### src/rtl/seg7_ascii_scan.sv
// seg7_ascii_scan: scans 8 ASCII characters onto a multiplexed 7-segment display.
// The 8 bytes are snapshotted at each frame start, so a frame never mixes old and new text.
// One digit is lit per prescaler slot. Outputs are registered and are driven
// active-low when SEG_ACTIVE_LOW=1.
module seg7_ascii_scan #(
   parameter int SCAN_DIV       = 100000,
   parameter bit SEG_ACTIVE_LOW = 1'b1
) (
   input  logic        clk,
   input  logic        rst,
   input  logic [63:0] display_data,
   input  logic        en,
   output logic [7:0]  an,
   output logic [6:0]  seg,
   output logic        dp
);

   localparam int PW = (SCAN_DIV > 1) ? $clog2(SCAN_DIV) : 1;

   logic [PW-1:0] presc;
   logic [2:0]    digit_idx;
   logic          load_pend;
   logic [63:0]   snap;
   logic          tick;
   logic          frame_start;
   logic [7:0]    cur_byte;
   logic [7:0]    ch;
   logic [6:0]    seg_hi;
   logic [7:0]    an_hi;

   // tick is gated by en so a frozen scan can never start a frame or advance a slot
   assign tick        = en && (presc == PW'(SCAN_DIV - 1));
   assign frame_start = (tick && digit_idx == 3'd7) || (load_pend && en);
   assign cur_byte    = snap[{digit_idx, 3'b000} +: 8];
   // slot 0 is the leftmost digit, so the first UART character reads first
   assign an_hi       = 8'h80 >> digit_idx;

   // prescaler and digit slot counter; both hold while en is low
   always_ff @(posedge clk) begin
      if (rst) begin
         presc     <= '0;
         digit_idx <= 3'd0;
      end else if (en) begin
         if (tick) begin
            presc     <= '0;
            digit_idx <= digit_idx + 3'd1;
         end else begin
            presc <= presc + PW'(1);
         end
      end
   end

   // frame snapshot; load_pend forces a load on the first enabled cycle after reset
   always_ff @(posedge clk) begin
      if (rst) begin
         snap      <= {8{8'h20}};
         load_pend <= 1'b1;
      end else if (frame_start) begin
         snap      <= display_data;
         load_pend <= 1'b0;
      end
   end

   // ASCII to active-high gfedcba; letters fold to upper case, anything unknown shows a+d
   always_comb begin
      ch = cur_byte;
      if (ch >= 8'h61 && ch <= 8'h7A) ch = ch - 8'h20;
      case (ch)
         8'h30: seg_hi = 7'h3F;
         8'h31: seg_hi = 7'h06;
         8'h32: seg_hi = 7'h5B;
         8'h33: seg_hi = 7'h4F;
         8'h34: seg_hi = 7'h66;
         8'h35: seg_hi = 7'h6D;
         8'h36: seg_hi = 7'h7D;
         8'h37: seg_hi = 7'h07;
         8'h38: seg_hi = 7'h7F;
         8'h39: seg_hi = 7'h6F;
         8'h41: seg_hi = 7'h77;
         8'h42: seg_hi = 7'h7C;
         8'h43: seg_hi = 7'h39;
         8'h44: seg_hi = 7'h5E;
         8'h45: seg_hi = 7'h79;
         8'h46: seg_hi = 7'h71;
         8'h47: seg_hi = 7'h3D;
         8'h48: seg_hi = 7'h76;
         8'h49: seg_hi = 7'h06;
         8'h4A: seg_hi = 7'h1E;
         8'h4C: seg_hi = 7'h38;
         8'h4E: seg_hi = 7'h54;
         8'h4F: seg_hi = 7'h5C;
         8'h50: seg_hi = 7'h73;
         8'h51: seg_hi = 7'h67;
         8'h52: seg_hi = 7'h50;
         8'h53: seg_hi = 7'h6D;
         8'h54: seg_hi = 7'h78;
         8'h55: seg_hi = 7'h3E;
         8'h59: seg_hi = 7'h6E;
         8'h2D: seg_hi = 7'h40;
         8'h5F: seg_hi = 7'h08;
         8'h20: seg_hi = 7'h00;
         default: seg_hi = 7'h09;
      endcase
   end

   // registered outputs with polarity applied; en low blanks on the next edge
   always_ff @(posedge clk) begin
      if (rst) begin
         an  <= {8{SEG_ACTIVE_LOW}};
         seg <= {7{SEG_ACTIVE_LOW}};
         dp  <= SEG_ACTIVE_LOW;
      end else begin
         an  <= (en ? an_hi  : 8'h00) ^ {8{SEG_ACTIVE_LOW}};
         seg <= (en ? seg_hi : 7'h00) ^ {7{SEG_ACTIVE_LOW}};
         dp  <= SEG_ACTIVE_LOW;
      end
   end

endmodule

### config.mk
export PLATFORM = sky130hd
export DESIGN_NAME = seg7_ascii_scan
export DESIGN_NICKNAME = d
export VERILOG_FILES = /design/src/rtl/seg7_ascii_scan.sv
export SDC_FILE = /design/constraint.sdc
export NUM_CORES = 1
export LEC_CHECK = 0
export CAP_MARGIN = 30
export CORE_UTILIZATION = 43
export DETAILED_ROUTE_END_ITERATION = 6
export DONT_BUFFER_PORTS = 1
export GPL_ROUTABILITY_DRIVEN = 0
export REMOVE_ABC_BUFFERS = 1
export SYNTH_ARGS = -nofsm -noshare
export SYNTH_HDL_FRONTEND = slang
export SYNTH_SLANG_ARGS = --single-unit
export TNS_END_PERCENT = 10
### constraint.sdc
create_clock -name clk -period 5.02 [get_ports clk]
set_input_delay 1.004 -clock clk [delete_from_list [all_inputs] [get_ports clk]]
set_output_delay 1.004 -clock clk [all_outputs]
set_load 0.03 [all_outputs]
==> qor.csv <==
stage,metric,value,unit
detailed_routing,final wirelength,10.1,mm
yosys,post-synthesis sequential area ratio,0.421,
layout,Final Instance Area,0.00504,sq mm
timing,Slew headroom,0.476,
grt,initial antenna violation count,0,
timing,RSZ-0062 raised after global routing,false,
yosys,Syn Area/Cell,8.50,sq um
timing,fin crit share,0.713,
timing,Final Max Tran Viols,0,
yosys,largest cells by area after synthesis,"dfxtp_1 42%, nand2_1 12%, a21oi_1 7.2%",
floorplan,die width,107,um
place,port bufs,0,
worst_setup_path,CP required,5220,ps
timing,maximum clock rate,280,MHz
yosys,synthesized flop and latch total,100,
yosys,Gate Count Post-Synth,559,
worst_setup_path,crit end category,flip-flop,
place,"Cell Area, Placed",0.00482,sq mm
timing,Fin. Hold Viols,0,
layout,area grow syn2layout,6.16,%
clocking,H-Tree Level Count,3,
timing,Setup TNS Final,0,ps
timing,Final min period,3580,ps
layout,fillcell total,1066,
clocking,Worst-path clk slew,100,ps
floorplan,die area,0.0115,sq mm
place,Post-DP HPWL,7.03,mm
clocking,worst-case clock buffer depth,2,
timing,slack of the critical path,1440,ps
detailed_routing,vias per cell,5.49,
hold_path,Hold Path Class,reg2reg,
grt,Global Route Usage Sum,0.185,
power,Power Density,309,mW/mm^2
timing,setup violators final,0,
grt,GR Overflow Total,0,
yosys,async set-reset flop share out of synthesis,0,
power,leak pwr,1.90,nW
worst_setup_path,crit start category,flip-flop,
layout,layout cells sized above 1,0.0956,
clocking,TritonCTS clock tree,built,
detailed_routing,initial drt markers,218,
yosys,YS warnings,0,
floorplan,height of the chip,107,um
clocking,number of hold buffers added after cts,0,
detailed_routing,first drt pass iteration count,4,
yosys,"EDFF count, synth",0,
layout,nets,620,
floorplan,Core Area,0.0108,sq mm
detailed_routing,Avg WL per Cell,14.8,um
job,max-cap viol count,0,
worst_setup_path,critical path arrival,3780,ps
floorplan,Initial Util,0.440,
grt,largest net degree at the start of global routing,77,
clocking,post-CTS sizing,0,
yosys,share of the synthesized area in the top cell type,0.421,
yosys,Synth Flop Type,dfxtp_1,
place,pre-CTS WS,1440,ps
clocking,CTS sink count,100,
yosys,Post-synth top cells,"157 x nand2_1, 100 x dfxtp_1, 68 x a21oi_1, 37 x nor2_1, 18 x clkbuf_1",
detailed_routing,DRC,0,
yosys,"count leader, synth",nand2_1,
timing,worst slew pin tran,764,ps
place,placed cell count,668,
timing,Clock Skew,12.7,ps
grt,number of global-route vias before repair,3470,
power,maximum VDD drop,193,uV
outcome,status,"finished, final reports clean",
yosys,Yosys cell types,57,
clocking,total CTS buffers,9,
layout,diodes inserted,0,
grt,first-pass GRT wire length,16.7,mm
floorplan,Cell Rows,38,
floorplan,top-level I/O count,83,
layout,Non-Filler Instances,684,
clocking,clock root buffer,clkbuf_8,
clocking,post-CTS setup buffer count,0,
yosys,Yosys top cell by area,dfxtp_1,
worst_setup_path,CP max FO,11,
detailed_routing,number of nets still failing antenna checks after routing,0,
clocking,worst skew pair latency,370,ps
yosys,Post-Syn Area,0.00475,sq mm
power,total power,1.56,mW
detailed_routing,total number of vias,3753,
worst_setup_path,CP Class,reg2reg,
==> metrics by stage <==
step / hold WS (ps) / utilization
2_1_floorplan: 421 / -
3_3_place_gp: 431 / 0.445
3_5_place_dp: 436 / 0.447
4_1_cts: 450 / 0.467
5_1_grt: 465 / 0.467
6_report: 446 / 0.467
==> cell families (layout without fill, tap and decap cells) <==
logic type	Yosys count	after routing	synth area share
other cells	1	1	0.000789
buf+inv	48	33	0.0445
simple gates	239	239	0.216
fa+ha+maj	14	14	0.0369
xor+xnor	18	18	0.0332
flops	100	100	0.421
compound gates	108	108	0.133
mux	31	31	0.115
==> worst max-delay path, cell delays in order (launching register included) <==
cell and delay, ps:
dfxtp_1 730, mux4_2 570, mux2i_1 620, inv_1 150
ha_1 370, nor4_2 410, nor4_1 100, o21bai_1 240
o311ai_0 210
==> cell type report <==
cell class / instances / area, sq um / area share
clock buffers: 10 / 138 / 0.0273
clock inverters: 6 / 82.6 / 0.0164
inverters: 11 / 41.3 / 0.00818
multi-input cells: 411 / 2550 / 0.505
flip-flops and latches: 100 / 2000 / 0.397
well taps: 140 / 175 / 0.0347
repair buffers: 6 / 57.6 / 0.0114
==> path summary, 6_finish.rpt <==
check,depth (start not counted),slack (ps),start,endpoint
hold / removal,2,450,snap[3],snap[3]
setup / recovery,8,1440,digit_idx[0],seg[0]
hold reg to reg,2,450,snap[3],snap[3]
setup reg to reg,8,1440,digit_idx[0],seg[0]
==> routing by layer <==
metal	vias up	GRT usage	routed length, um
met3	17	0.0626	875
met2	147	0.277	4540
met5	-	0	0
met4	0	0.0695	181
met1	1719	0.246	4530
li1	1870	-	-
==> state kept, by name (all words and copies together) (netlist names) <==
name       cells
load_pend      1
presc         17
seg            7
snap          64
an             8
digit_idx      3
==> cell usage in the layout, fill, tap and decap left out, drive strengths merged, types with 6 or more instances in the layout <==
cell,n
nand2,157
dfxtp,100
a21oi,68
nor2,37
mux4,16
ha,14
inv,13
xor2,11
clkbuf,10
mux2i,10
o21ai,10
nand3b,9
nand3,8
xnor2,7
nor3,7
nor2b,6
buf,6
==> where the power goes <==
group          internal [mW]  switching, mW
Clock                  0.254          0.294
Sequential             0.827         0.0222
Combinational         0.0669         0.0954
Total                   1.15          0.412
No activity file was read; power rests on OpenSTA's default activity.
